**src/rtl/output_collector_pkg.sv**
```systemverilog
// output_collector_pkg: shared constants for the output collector (FSM encodings, default depth, digit width).
`default_nettype none

package output_collector_pkg;

  localparam int DEFAULT_DEPTH = 16;
  localparam int DIGIT_W       = 3;

  localparam logic [1:0] ST_RUN   = 2'd0;
  localparam logic [1:0] ST_DRAIN = 2'd1;
  localparam logic [1:0] ST_DONE  = 2'd2;

endpackage

`default_nettype wire

```
**src/rtl/output_fifo_mem.sv**
```systemverilog
// output_fifo_mem: digit storage with wrapping write/read pointers and occupancy count.
`default_nettype none

module output_fifo_mem
  import output_collector_pkg::*;
#(
  parameter int DEPTH = DEFAULT_DEPTH,
  localparam int AW   = $clog2(DEPTH),
  localparam int CW   = AW + 1
) (
  input  logic               clk,
  input  logic               rst,
  input  logic               wr_en,
  input  logic [DIGIT_W-1:0] wr_data,
  input  logic               rd_en,
  output logic [DIGIT_W-1:0] rd_data,
  output logic [CW-1:0]      count
);

  logic [DIGIT_W-1:0] mem [DEPTH];
  logic [AW-1:0]      wr_ptr;
  logic [AW-1:0]      rd_ptr;

  // Storage needs no reset: only entries behind a live pointer are ever observed.
  always_ff @(posedge clk) begin
    if (wr_en) begin
      mem[wr_ptr] <= wr_data;
    end
  end

  // DEPTH is a power of two, so the natural pointer overflow is the modulo wrap.
  always_ff @(posedge clk or posedge rst) begin
    if (rst) begin
      wr_ptr <= '0;
      rd_ptr <= '0;
      count  <= '0;
    end else begin
      if (wr_en) begin
        wr_ptr <= wr_ptr + AW'(1);
      end
      if (rd_en) begin
        rd_ptr <= rd_ptr + AW'(1);
      end
      case ({wr_en, rd_en})
        2'b10:   count <= count + CW'(1);
        2'b01:   count <= count - CW'(1);
        default: count <= count;
      endcase
    end
  end

  assign rd_data = mem[rd_ptr];

endmodule

`default_nettype wire

```
**src/rtl/output_collector.sv**
```systemverilog
// output_collector: show-ahead FIFO between execute stage and host, with RUN/DRAIN/DONE sequencing.
// Optional running checksum of accepted digits enabled by macro OUT_CHECKSUM_EN.
`default_nettype none

module output_collector
  import output_collector_pkg::*;
#(
  parameter int DEPTH = DEFAULT_DEPTH,
  localparam int CW   = $clog2(DEPTH) + 1
) (
  input  logic               clk,
  input  logic               rst,
  input  logic               in_valid,
  input  logic [DIGIT_W-1:0] in_data,
  input  logic               prog_halt,
  input  logic               host_ready,
  output logic [DIGIT_W-1:0] dout,
  output logic               dout_valid,
  output logic [CW-1:0]      count,
  output logic               overflow,
  output logic               done,
  output logic [7:0]         checksum
);

  logic [1:0]         state;
  logic [DIGIT_W-1:0] head;
  logic               pop;
  logic               full;
  logic               active;
  logic               push;
  logic               drop;

  assign dout_valid = (count != '0);
  assign dout       = dout_valid ? head : '0;
  assign pop        = dout_valid & host_ready;
  assign full       = (count == CW'(DEPTH));
  assign active     = (state != ST_DONE);
  // A full FIFO still accepts a digit when the head retires on the same edge.
  assign push       = in_valid & active & (~full | pop);
  assign drop       = in_valid & active & full & ~pop;

  output_fifo_mem #(
    .DEPTH (DEPTH)
  ) u_mem (
    .clk     (clk),
    .rst     (rst),
    .wr_en   (push),
    .wr_data (in_data),
    .rd_en   (pop),
    .rd_data (head),
    .count   (count)
  );

  always_ff @(posedge clk or posedge rst) begin
    if (rst) begin
      state <= ST_RUN;
    end else begin
      case (state)
        ST_RUN: begin
          if (prog_halt) begin
            state <= ST_DRAIN;
          end
        end
        ST_DRAIN: begin
          if ((count == '0) && !push) begin
            state <= ST_DONE;
          end
        end
        ST_DONE: state <= ST_DONE;
        default: state <= ST_RUN;
      endcase
    end
  end

  always_ff @(posedge clk or posedge rst) begin
    if (rst) begin
      overflow <= 1'b0;
    end else if (drop) begin
      overflow <= 1'b1;
    end
  end

  assign done = (state == ST_DONE);

`ifdef OUT_CHECKSUM_EN
  logic [7:0] csum;

  always_ff @(posedge clk or posedge rst) begin
    if (rst) begin
      csum <= 8'd0;
    end else if (push) begin
      csum <= {csum[4:0], csum[7:5]} ^ {5'b0, in_data};
    end
  end

  assign checksum = csum;
`else
  assign checksum = 8'd0;
`endif

endmodule

`default_nettype wire

```
**config.mk**
```make
export PLATFORM = sky130hd
export DESIGN_NAME = output_collector
export DESIGN_NICKNAME = d
export VERILOG_FILES = /design/src/rtl/output_collector_pkg.sv /design/src/rtl/output_fifo_mem.sv /design/src/rtl/output_collector.sv
export SDC_FILE = /design/constraint.sdc
export NUM_CORES = 1
export LEC_CHECK = 0
export ABC_CLOCK_PERIOD_IN_PS = 2300
export BUFFER_PORTS_ARGS = -buffer_cell sky130_fd_sc_hd__buf_2
export CAP_MARGIN = 20
export CORE_ASPECT_RATIO = 1.4
export CORE_MARGIN = 2
export CORE_UTILIZATION = 50
export DETAILED_ROUTE_END_ITERATION = 6
export GPL_TIMING_DRIVEN = 0
export PLACE_DENSITY = 0.72
export SYNTH_ARGS = -nofsm -noshare
export SYNTH_HDL_FRONTEND = slang
export SYNTH_SLANG_ARGS = --single-unit
```
**constraint.sdc**
```tcl
create_clock -name clk -period 2.3 [get_ports clk]
set_input_delay 0.575 -clock clk [delete_from_list [all_inputs] [get_ports clk]]
set_output_delay 0.575 -clock clk [all_outputs]
set_load 0.02 [all_outputs]
```
# Word level (Yosys, flattened, before mapping)
# Memories as Yosys holds them, arrays and structs flattened.
# Index checks and enable logic that the tools add are counted.
op_classes:
  addsub: 4
  bitwise_logic: 8
  n_reduce_logical: 7
  n_mul: 0
  div: 0
  shifts: 0
  n_lt_le_gt_ge: 0
  n_eq_ne: 8
  muxes: 7
ops:
  columns: ["operator", "n"]
  rows:
  - ["one-hot mux 5 bit (2 select lines)", 1]
  - ["adder 4 x 1 -> 4 bit (second input constant)", 2]
  - ["inequality test 2 bit (second input constant)", 3]
  - ["one-hot mux 2 bit (3 select lines)", 1]
  - ["adder 5 x 1 -> 5 bit (second input constant)", 1]
  - ["bitwise AND 1 bit", 5]
  - ["== test 5 bit (second input constant)", 1]
  - ["logical NOT 5 bit", 1]
  - ["nonzero test 5 bit", 1]
  - ["subtractor 5 x 1 -> 5 bit (second input constant)", 1]
  - ["== test 2 x 1 -> 1 bit (second input constant)", 2]
  - ["== test 2 bit (second input constant)", 2]
  - ["two-way mux 2 bit", 2]
  - ["two-way mux 3 bit", 1]
  - ["logical NOT 2 bit", 1]
  - ["two-way mux 1 bit", 2]
  - ["NOT 1 bit", 2]
  - ["AND reduction 2 bit", 1]
  - ["nonzero test 2 bit", 1]
  - ["logical AND 1 bit", 1]
  - ["logical NOT 1 bit", 1]
  - ["bitwise OR 1 bit", 1]
word_totals:
  rom_bits: 0
  ram_bits: 48
  reg_bits: 16
  memories: 1
  latchBits: 0
  out_inout_bits: 19
memory_table:
  columns: ["name", "depth", "word_bits", "rd", "rd_ports_with_merged_regs", "wr", "line_no", "text"]
  rows:
  - ["u_mem.mem", 16, 3, 1, 0, 1, "output_fifo_mem.sv:20", "logic [DIGIT_W-1:0] mem [DEPTH];"]

# Logic depth before layout (Yosys ltp)
depth:
  word_depth: 8
  depth_mapped: 9
  ltp_nobuf: 9

# Hierarchy
# From an unflattened synthesis, not the netlist that was laid out.
unflattened:
  hier_cells: 205
  area_unflattened_um2: 3055.4
modules_own_cells:
  columns: ["module", "seq_area_each_um2", "instances", "cells_per_inst", "area_each_um2"]
  rows:
  - ["output_fifo_mem", 1766.7, 1, 170, 2737.6]
  - ["output_collector", 75.1, 1, 35, 317.8]

# Worst setup path after synthesis
# Ideal clock, no wire load.
synth_timing:
  kind: "flip-flop to flip-flop"
  from: "register u_mem.count[1]"
  to: "register u_mem.count[4]"
  path_stages_with_launch: 9
  n_path_buf: 1
  setup_ns: 0.139
  arrival_ns: 2.154
  period_less_slack_ns: 2.293
  path_slack_ns: 0.007
  cell_sequence: "dfrtp_1 buf_6 or4_4 o211a_4 xor2_1 ha_1 nor4_1 a32oi_1 xnor2_1"
synth_between:
  elab_chain_cells: 6
  elab_cells_between_ends: 12
synth_lines:
  columns: ["item", "line_no", "text"]
  rows:
  - ["start: declaration", "output_fifo_mem.sv:17", "output logic [CW-1:0] count"]
  - ["start signal: assignment", "output_fifo_mem.sv:45", "2'b10: count <= count + CW'(1);"]
  - ["start signal: assignment", "output_fifo_mem.sv:46", "2'b01: count <= count - CW'(1);"]
  - ["start signal: assignment", "output_fifo_mem.sv:47", "default: count <= count;"]
  - ["nonzero test 5 bit / == test 5 bit (equally long branches)", "output_collector.sv:33, output_collector.sv:36", null]
  - ["bitwise AND 1 bit / NOT 1 bit (equally long branches)", "output_collector.sv:35, output_collector.sv:39", null]
  - ["bitwise OR 1 bit", "output_collector.sv:39", "assign push = in_valid & active & (~full | pop);"]
  - ["bitwise AND 1 bit", "output_collector.sv:39", null]
  - ["== test 2 x 1 -> 1 bit / == test 2 bit (equally long branches)", "output_fifo_mem.sv:44", "case ({wr_en, rd_en})"]
  - ["one-hot mux 5 bit (2 select lines) / nonzero test 2 bit (equally long branches)", null, null]
# Several ways; a longest one is shown, not always the timed one.
# A chain may end at the register's enable or synchronous reset.

# Worst setup path in the final report
layout_timing:
  from: "register u_mem.rd_ptr[1]"
  to: "output dout[0]"
layout_between:
  elab_chain_cells: 2
layout_lines:
  columns: ["item", "line_no", "text"]
  rows:
  - ["start: declaration", "output_fifo_mem.sv:22", "logic [AW-1:0] rd_ptr;"]
  - ["start signal: assignment", "output_fifo_mem.sv:42", "rd_ptr <= rd_ptr + AW'(1);"]
  - ["memory (16 x 3 bit)", null, null]
  - ["two-way mux 3 bit", "output_collector.sv:34", "assign dout = dout_valid ? head : '0;"]
  - ["end: declaration", "output_collector.sv:17", "output logic [DIGIT_W-1:0] dout,"]
# No other way between the ends.

==> flow_summary.ini <==
[status]
status = finished with violations
violations = negative setup slack

[floorplan]
rows = 33
start_util = 0.5132
die_y_um = 95.14
die-area_um2 = 6574
die_w_um = 69.10
io-pin-count = 27
core_area_um2 = 5781

[clocking]
cts_made_buffers = 9
htreeDepth = 3
holdBufCountCts = 0
cts_buffer_depth = 2
clock_latency_ps = 330
root_buffer = clkbuf_8
cts_tree = built
cts.reportedPaths.clkPinSlew_ps = 70
cts_sinks = 64

[synth]
synthesis.area_um2 = 2967
synth-seq-area-share = 0.6208
synth_cells = 185
synth_ff_type = edfxtp_1
synth.distinct_cells = 42
synth-edff-count = 48
avgSynthCellArea_um2 = 16.04
ys_ff_latch = 64
yosys_warnings = 0
synth-async-reset-ratio = 0.2500

[pwr]
total_power_mw = 4.567
swShare = 0.3390
pwr_density_cell_nw_per_um2 = 1294
p_switching_mw = 1.548
clkPwrFrac = 0.220
power_frac_seq = 0.373
p_comb_frac = 0.407
ir_worst_vdd_mv = 0.9304
p_leak_nw = 1.348
intPower_mw = 3.019

[cells_and_area]
drive_gt1_frac = 0.3906
finalNetCount = 246
final_common_cell = edfxtp_1
syn_to_final_growth_pct = 18.98
final_cell_mix = edfxtp_1 (48), buf_4 (19), buf_2 (18)
stdcell_count = 303
n_antenna_cell = 0

[timing]
rsz0062_at_grt = true
relSlewSlack = 0.5721
hold_viol_final = 0
clock_skew_ps = 6.589
setup_viol = 3
finalWorstSetupSlack_ps = -295.9
max_clock_freq_ghz = 0.3852
finalCritPeriodShare = 1.129
fin_crit_ps = 2596
slew_viol_final = 0
tightest_slew_ps = 641.2
whs_ps = 320.1

[setup_path]
cp_top_family = multiplexers
cp_slowest_cell = mux4_2
critPathCaptureType = output pin
path_cells = buf_6, buf_12, mux4_2, mux2_4, o21ai_2, a21oi_1, buf_2
cp.arrival_ps = 2020
cp_data_required_time_ps = 1730
worstSetupPathType = register to output pin
crit_buf_inv = 3
worstPathMaxFanout = 5
slowest_delay_ps = 490
start_kind = register

[global_routing]
antenna_found_initial = 0
globalRouteOverflowTotal = 0
grtUsageTotal = 0.1637
grt_first_pass_wirelength_um = 8086
grt_max_degree = 17
grt_pass1_vias = 1652

[placed_design]
gp_congestion = 0.7497
dpl.cell_count = 280
hpwl_um = 3654
io_buffers = 18
pre_cts_ws_ps = -256.7

[route]
route.detailed.drc = 0
avgViaCountPerCell = 5.290
drt-wirelength-per-cell_um = 16.50
dr.pass1.iters = 4
ant_nets = 0
wl_um = 4998
initialDrtViolationCount = 75
vias = 1603

[hold_path]
hp-class = primary input to asynchronous set/reset pin

[flow_run]
maxCapViolCount = 0
layer usage:
| metal | vias to the layer above | GRT usage | part of all wire | wire (um) |
|---|---|---|---|---|
| met4 | 0 | 0.05392 | 0.012 | 58 |
| met5 | - | 0 | 0 | 0 |
| li1 | 770 | - | - | - |
| met3 | 6 | 0.04228 | 0.033 | 166 |
| met2 | 32 | 0.3085 | 0.56 | 2803 |
| met1 | 795 | 0.1793 | 0.39 | 1969 |
worst register-to-register path, stage by stage (launching register included):
cell,delay [ps]
dfrtp_1,390
buf_6,140
or4_4,540
o211a_4,260
xor2_1,160
ha_2,210
and3_1,180
a32o_1,210
a21oi_2,100
path summary, 6_finish.rpt:
| path | endpoint | start | cells after the start | slack [ps] |
|---|---|---|---|---|
| worst max-delay path | dout[0] | u_mem.rd_ptr[1]$_DFFE_PP0P_ | 7 | -300 |
| worst min-delay path | state[1]$_DFFE_PP0P_ | rst | 2 | 320 |
| worst max register to register | u_mem.count[2]$_DFFE_PP0P_ | u_mem.count[1]$_DFFE_PP0P_ | 8 | 50 |
| worst min register to register | overflow$_DFFE_PP0P_ | overflow$_DFFE_PP0P_ | 1 | 480 |
| max in group asynchronous | u_mem.rd_ptr[3]$_DFFE_PP0P_ | rst | 2 | 1520 |
| min in group clk | overflow$_DFFE_PP0P_ | overflow$_DFFE_PP0P_ | 1 | 480 |
synth_stat cells (3+ instances only):
cell type  count  area, um^2
mux2i_1        3       30.03
mux4_2        12       270.3
a21oi_1        7       35.03
and4_1         4       35.03
edfxtp_1      48        1441
buf_4          8       60.06
buf_2          5       25.02
mux2_2         3       33.78
ha_1           9       112.6
inv_1          6       22.52
and2_1        12       75.07
nand3_1        3       15.01
dfrtp_1       16       400.4
o21ai_1        3       15.01
xnor2_1        8       70.07
flip-flops by register name, indices dropped and copies added (netlist names):
register / count
u_mem.rd_ptr: 4
u_mem.wr_ptr: 4
u_mem.count: 5
u_mem.mem: 48
overflow: 1
state: 2
through the flow:
stage | setup TNS (ps) | util | instance area [um^2]
after global placement | -1204 | 0.5485 | 3171
after CTS | -841.5 | 0.5983 | 3458
after global routing | -1108 | 0.6106 | 3530
after floorplan | 0 | - | 2993
final | -803.6 | 0.6106 | 3530
after detailed placement | -1969 | 0.5485 | 3171
layout make-up:
class	instances	area [um^2]
clock inverters	6	85.08
flip-flops and latches	64	1846
inverters	6	22.52
plain buffers	15	127.6
repair buffers	27	162.7
fillers	431	2251
well taps	70	87.58
multi-input cells	106	1075
clock buffers	9	123.9
power by group through the flow:
stage	clock network, mW	logic [mW]	registers [mW]
5_1_grt	1.07	2.02	1.74
4_1_cts	1.02	1.75	1.69
2_1_floorplan	0	1.22	1.69
3_5_place_dp	0	1.67	1.66
6_report	1.01	1.86	1.70
3_3_place_gp	0	1.65	1.65
cells by family after synthesis:
logic type	Yosys count	share of synthesized area
AOI/OAI and AO/OA	21	0.06074
other	1	0.001264
DFF	64	0.6208
xor gates and xnor gates	10	0.02953
buffers and inverters	22	0.04260
and+or+nand+nor	37	0.08055
muxes	21	0.1265
adders and majority gates	9	0.03796
repair_timing:
item,4_1_cts,5_1_grt
gates resized for setup,15,10
setup buffers,5,4
pin swaps,2,2
endpoints found under the setup margin,18,30
Note: power is estimated with default switching activity, not from simulation.
